### src/rtl/sram_dump_pkg.sv
// Shared types and sizes for the byte-lane SRAM dump engine.
// Holds the bank geometry, the dump FSM state encoding and the lane byte bundle.
// Imported by the dump block and by anything that talks to its bank ports.
package sram_dump_pkg;

   localparam int SRAM_ADDR_W = 9;
   localparam int SRAM_LANES  = 4;

   typedef enum logic [2:0] {
      IDLE,
      READ,
      CAPT,
      SEND,
      DONE
   } dump_state_t;

   // One byte per bank, lane 0 in the low byte.
   typedef logic [SRAM_LANES-1:0][7:0] lane_bytes_t;

endpackage

### src/rtl/sram_dump.sv
// Reads the byte-lane SRAM banks word by word and streams bytes out, lane 0 first.
// Latency: first out_valid two cycles after start; 4 bytes per 6 cycles with out_ready held high.
// Backpressure: out_data/out_valid hold while out_ready is low; no new bank read until the word is fully sent.
module sram_dump
   import sram_dump_pkg::*;
#(
   parameter int ADDR_W = SRAM_ADDR_W,
   parameter int LANES  = SRAM_LANES,
   parameter int CNT_W  = 10
) (
   input  logic                     clk,
   input  logic                     rst,
   input  logic                     start,
   input  logic [ADDR_W-1:0]        start_addr,
   input  logic [CNT_W-1:0]         word_cnt,
   input  logic                     abort,
   output logic                     busy,
   output logic                     done,
   output logic [LANES-1:0]         CEN,
   output logic [LANES-1:0]         GWEN,
   output logic [8*LANES-1:0]       WEN,
   output logic [ADDR_W*LANES-1:0]  A,
   output logic [8*LANES-1:0]       D,
   input  logic [8*LANES-1:0]       Q,
   output logic [7:0]               out_data,
   output logic                     out_valid,
   input  logic                     out_ready
);

   localparam int                LANE_W    = (LANES > 1) ? $clog2(LANES) : 1;
   localparam logic [LANE_W-1:0] LAST_LANE = LANE_W'(LANES - 1);

   dump_state_t            state_q;
   dump_state_t            state_d;
   logic [ADDR_W-1:0]      addr_q;
   logic [CNT_W-1:0]       rem_q;
   logic [LANE_W-1:0]      lane_q;
   logic [LANES-1:0][7:0]  buf_q;
   logic                   hs;
   logic                   word_sent;

   assign hs        = (state_q == SEND) && out_ready;
   assign word_sent = hs && (lane_q == LAST_LANE);

   // State register; async reset parks the engine in IDLE.
   always_ff @(posedge clk or posedge rst) begin
      if (rst) begin
         state_q <= IDLE;
      end else begin
         state_q <= state_d;
      end
   end

   // Next-state and handshake outputs; abort overrides every other transition.
   always_comb begin
      state_d   = state_q;
      busy      = (state_q != IDLE);
      done      = (state_q == DONE);
      out_valid = (state_q == SEND);
      out_data  = '0;
      case (state_q)
         IDLE: begin
            if (start) begin
               state_d = (word_cnt != '0) ? READ : DONE;
            end
         end
         READ: state_d = CAPT;
         CAPT: state_d = SEND;
         SEND: begin
            out_data = buf_q[lane_q];
            if (word_sent) begin
               state_d = (rem_q == CNT_W'(1)) ? DONE : READ;
            end
         end
         DONE:    state_d = IDLE;
         default: state_d = IDLE;
      endcase
      if (abort) begin
         state_d = IDLE;
      end
   end

   // Address, remaining-word count, lane pointer and captured word.
   always_ff @(posedge clk or posedge rst) begin
      if (rst) begin
         addr_q <= '0;
         rem_q  <= '0;
         lane_q <= '0;
         buf_q  <= '0;
      end else if (!abort) begin
         case (state_q)
            IDLE: begin
               if (start && (word_cnt != '0)) begin
                  addr_q <= start_addr;
                  rem_q  <= word_cnt;
               end
            end
            CAPT: begin
               buf_q  <= Q;
               lane_q <= '0;
            end
            SEND: begin
               if (hs) begin
                  if (lane_q != LAST_LANE) begin
                     lane_q <= lane_q + LANE_W'(1);
                  end else if (rem_q != CNT_W'(1)) begin
                     // Natural wrap of the address width gives 511+1 -> 0.
                     addr_q <= addr_q + ADDR_W'(1);
                     rem_q  <= rem_q - CNT_W'(1);
                  end
               end
            end
            default: ;
         endcase
      end
   end

   // Bank ports: every lane reads the same word in READ, idle and write-protected otherwise.
   always_comb begin
      CEN  = {LANES{state_q != READ}};
      GWEN = '1;
      WEN  = '1;
      D    = '0;
      A    = '0;
      for (int i = 0; i < LANES; i++) begin
         if (state_q == READ) begin
            A[i*ADDR_W +: ADDR_W] = addr_q;
         end
      end
   end

endmodule

### config.mk
export PLATFORM = sky130hd
export DESIGN_NAME = sram_dump
export DESIGN_NICKNAME = d
export VERILOG_FILES = /design/src/rtl/sram_dump_pkg.sv /design/src/rtl/sram_dump.sv
export SDC_FILE = /design/constraint.sdc
export NUM_CORES = 1
export LEC_CHECK = 0
export BUFFER_PORTS_ARGS = -buffer_cell sky130_fd_sc_hd__clkbuf_2
export CORE_ASPECT_RATIO = 1.2
export CORE_MARGIN = 1
export CORE_UTILIZATION = 35
export CTS_BUF_LIST = sky130_fd_sc_hd__clkbuf_8 sky130_fd_sc_hd__clkbuf_16
export DETAILED_ROUTE_END_ITERATION = 7
export PLACE_DENSITY = 0.74
export SETUP_SLACK_MARGIN = 0.4
export SLEW_MARGIN = 20
export SYNTH_ARGS = -nofsm -noshare
export SYNTH_HDL_FRONTEND = slang
export SYNTH_SLANG_ARGS = --single-unit
### constraint.sdc
create_clock -name clk -period 2.8 [get_ports clk]
set_input_delay 0.42 -clock clk [delete_from_list [all_inputs] [get_ports clk]]
set_output_delay 0.42 -clock clk [all_outputs]
set_load 0.01 [all_outputs]
# After elaboration in Yosys (flattened, before gate mapping)
# Cells that the tools add are included.
# word_totals
mem_bits_ro	0
n_memories	0
output_inout_bits	119
latchBits	0
mem_bits_rw	0
reg_bits	56
# classes
n_mul	0
div	0
eq_ne	16
muxes	23
magnitude_cmp	1
bitwise_logic	1
reduce_logical	12
addsub	3
shifts	0
# ops
cell	count
$mux W9	5
$mux W10	4
$pmux W10 S2	1
$pmux W9 S2	1
$bmux W8 S2	1
$mux W8	2
$mux W3	5
$pmux W3 S4	1
$eq A10 B1 Y1 const B	1
$ne A10 B1 Y1 const B	1
$reduce_bool A10 Y1	1
$sub A10 B1 Y10 const B	1
$add A9 B1 Y9 const B	1
$eq A3 B2 Y1 const B	2
$ne A2 B1 Y1 const B	3
$ne A2 B2 Y1 const B	3
$reduce_and A6 Y1	1
$mux W2	2
$pmux W2 S2	1
$reduce_and A2 Y1	2
$reduce_and A4 Y1	1
$reduce_bool A2 Y1	2
$eq A3 B1 Y1 const B	1
$eq A3 B3 Y1 const B	1
other kinds (10)	12

# Longest topological paths before layout
# logic_depth
word_depth	6
depth_mapped	7
depth_no_buf	6

# Worst setup path before layout
# OpenSTA, ideal clock, no wires.
# synth_path
path_kind	reg-to-reg
start	reg rem_q[5]
end	reg addr_q[1]
t_required_ns	2.672
stages_incl_launch_ff	6
t_arrival_ns	1.878
setup_time_ns	0.128
setup_slack_ns	0.794
cell_sequence	dfrtp_1 buf_6 or4_4 o31ai_4 a211oi_2 mux2_1
# synth_between
elab_chain_len	3
# synth_rtl
element	line_no	rtl
start, declared	sram_dump.sv:36	logic [CNT_W-1:0] rem_q;
start signal, assigned	sram_dump.sv:95	rem_q <= word_cnt;
start signal, assigned	sram_dump.sv:109	rem_q <= rem_q - CNT_W'(1);
$ne A10 B1 Y1	sram_dump.sv:106	end else if (rem_q != CNT_W'(1)) begin
$ne A2 B1 Y1 (no source line)	--	
$reduce_and A6 Y1 (no source line)	--	
end signal, assigned	sram_dump.sv:94	addr_q <= start_addr;
end signal, assigned	sram_dump.sv:108	addr_q <= addr_q + ADDR_W'(1);
end, declared	sram_dump.sv:35	logic [ADDR_W-1:0] addr_q;
# Every way passes these cells.
# A chain may end at the register's enable or synchronous reset.

# Worst setup path in the final report
# Ends and elaborated chain as after synthesis.

==> flow_metrics.tcl <==
set metrics [dict create \
    start_util 0.364 \
    routedWlPerCell_um 14.9 \
    synth_compound_area_frac 0.163 \
    dp_slack_ns 0.287 \
    hold_path.class "in2async" \
    root_buffer "clkbuf_16" \
    overflow 0 \
    r2r_cells 4 \
    synth_top_family_by_area "buffers and inverters" \
    drtIter0Drc 172 \
    gp_congestion 0.849 \
    numCtsBuffers 5 \
    fmax_mhz 442 \
    cp_slowest_cell "or4_4" \
    ios 175 \
    muxShareOfSynthArea 0.141 \
    critical_path_buf_inv_count 0 \
    synth_cells 404 \
    grt_pass1_wl_um 15100 \
    placed_cell_area_um2 4280 \
    worstSkewPairLatency_ns 0.29 \
    synth_most_common_cell "buf_4" \
    wl_um 9390 \
    grt_max_degree 57 \
    numPortBuffers 106 \
    vias 3097 \
    synth_top_flop_cell "dfrtp_1" \
    path_class "reg2reg" \
    syn_to_final_growth_pct 9.99 \
    final.setup.tns_ns 0 \
    crit_path_start_kind "flop" \
    nNetsFinal 536 \
    clockBufferDepth 2 \
    run_status "finished, final reports clean" \
    diodes 0 \
    grtUsageTotal 0.159 \
    post-route-period-util 0.807 \
    coreArea_um2 11100 \
    worstSetupPathDepth 4 \
    setup_violations 0 \
    synth_top_area_cell "dfrtp_1" \
    synth_area_leaders "dfrtp_1 35%, buf_4 18%, mux2_2 8.9%, mux4_2 4.4%, o2111ai_1 2.4%" \
    yosys.area_share.simple 0.113 \
    antenna_found_initial 0 \
    cts_max_level 2 \
    synthAdderAreaFrac 0.0123 \
    hold_violations 0 \
    async_flop_share 1.00 \
    ys_types 56 \
    fin_area_um2 4460 \
    drive_above_1_share 0.390 \
    netlist_area_um2 4060 \
    cap_violations 0 \
    min_period_ns 2.26 \
    cts.sinks 56 \
    max_slew.worst_pin.slew_ns 0.720 \
    synth_commonest_cells "98 x buf_4, 56 x dfrtp_1, 32 x mux2_2, 16 x nand2_1, 16 x nor2_1" \
    crit_family "compound AO/OA/AOI/OAI gates" \
    dieHeight_um 120 \
    synth_xor_area_frac 0 \
    rsz0062_at_grt "false" \
    holdBufCountCts 0 \
    drv_slew 0 \
    fin_skew_ns 0.00444 \
    slowest_delay_ns 0.61 \
    worst_setup_path_end_kind "flop" \
    dieArea_um2 12000 \
    cts_tree "yes" \
    vias_per_cell 4.91 \
    drt_pre_antenna_iters 4 \
    synth_edf_count 0 \
    num_rows 42 \
    synth_top_area_share 0.345 \
    grt_pass1_vias 3044 \
    crit_chain "or4_4 -> o31ai_4 -> a211oi_4 -> mux2_1" \
    power_density_nw_per_um2 872 \
    clk_pin_slew_ns 0.07 \
    ir_drop_uv 450 \
    post-route-drc-count 0 \
    hpwl_um 7040 \
    critPathMaxFanout 12 \
    syn_avg_cell_area_um2 10.0 \
    fin_ws_ns 0.539 \
    whs_ns 0.303 \
    die_x_um 100 \
    relSlewSlack 0.519 \
    ant_nets 0 \
    arrival_ns 2.43 \
    leakagePower_nw 2.08 \
    ys_warn_count 0 \
    worstPathRequired_ns 2.97 \
    ys_seq_elements 56 \
    synth-seq-area-share 0.345 \
]
[placed cells by master (no fill, tap or decap), drive strengths merged, types with 11 or more instances in the layout]
cell,n
buf,13
inv,18
and2,15
clkbuf,111
o21ai,11
o2111ai,11
conb,68
nor2,16
mux2,35
nand2,16
dfrtp,56
[where the power goes]
| part | internal [mW] | total, mW | leakage [nW] | switching [mW] |
|---|---|---|---|---|
| registers | 1.19 | 1.51 | 0.665 | 0.312 |
| logic | 0.820 | 1.68 | 1.33 | 0.861 |
| clock network | 0.422 | 0.704 | 0.0856 | 0.281 |
[flip-flops by register name (all words and copies together), names as in the netlist]
signal / flops
rem_q: 10
addr_q: 9
state_q: 3
lane_q: 2
buf_q: 32
[cell families after synthesis]
logic type,Yosys count
AO/OA/AOI/OAI,79
adder cells (fa/ha/maj),4
buffers and inverters,137
flip-flops,56
multiplexers,43
other,2
AND/OR/NAND/NOR,83
[stage by stage]
stage	total power, mW	instances	utilization
2_1_floorplan	2.88	470	-
3_3_place_gp	3.10	622	0.384
3_5_place_dp	3.19	622	0.384
4_1_cts	3.93	630	0.400
5_1_grt	4.17	631	0.401
6_report	3.89	631	0.401
[area by class of cell]
| type | instances | area (um^2) |
|---|---|---|
| Fill cell | 1101 | 6680 |
| Multi-Input combinational cell | 277 | 2010 |
| Sequential cell | 56 | 1400 |
| Timing Repair Buffer | 119 | 628 |
| Tap cell | 154 | 193 |
| Clock buffer | 5 | 125 |
| Inverter | 17 | 63.8 |
| Clock inverter | 3 | 42.5 |
[routing by layer]
layer,track usage,vias to the layer above,share of wire
met1,0.187,1468,0.39
li1,-,1437,-
met3,0.0384,10,0.090
met5,0,-,0
met4,0.0362,0,0.0094
met2,0.287,182,0.51
[final timing paths]
check / startpoint / to / slack [ns]
max: rem_q[5] / addr_q[1] / 0.54
min: rst / buf_q[7] / 0.30
max reg2reg: rem_q[5] / addr_q[1] / 0.54
min reg2reg: buf_q[25] / buf_q[25] / 0.49
max in group asynchronous: rst / state_q[0] / 1.97
min in group clk: Q[25] / buf_q[25] / 0.34
[worst reg2reg max path: stages (launching register included)]
cell      delay [ns]
dfrtp_1         0.47
or4_4           0.61
o31ai_4         0.47
a211oi_4        0.23
mux2_1          0.36
[what timing repair did]
| action | 4_1_cts | 5_1_grt |
|---|---|---|
| setup endpoints to repair | 2 | 22 |
| pin swaps | 0 | 0 |
| buffers inserted | 0 | 1 |
| cloned | 0 | 0 |
| resized for setup | 1 | 1 |
Power figures use the tool's default switching activity.
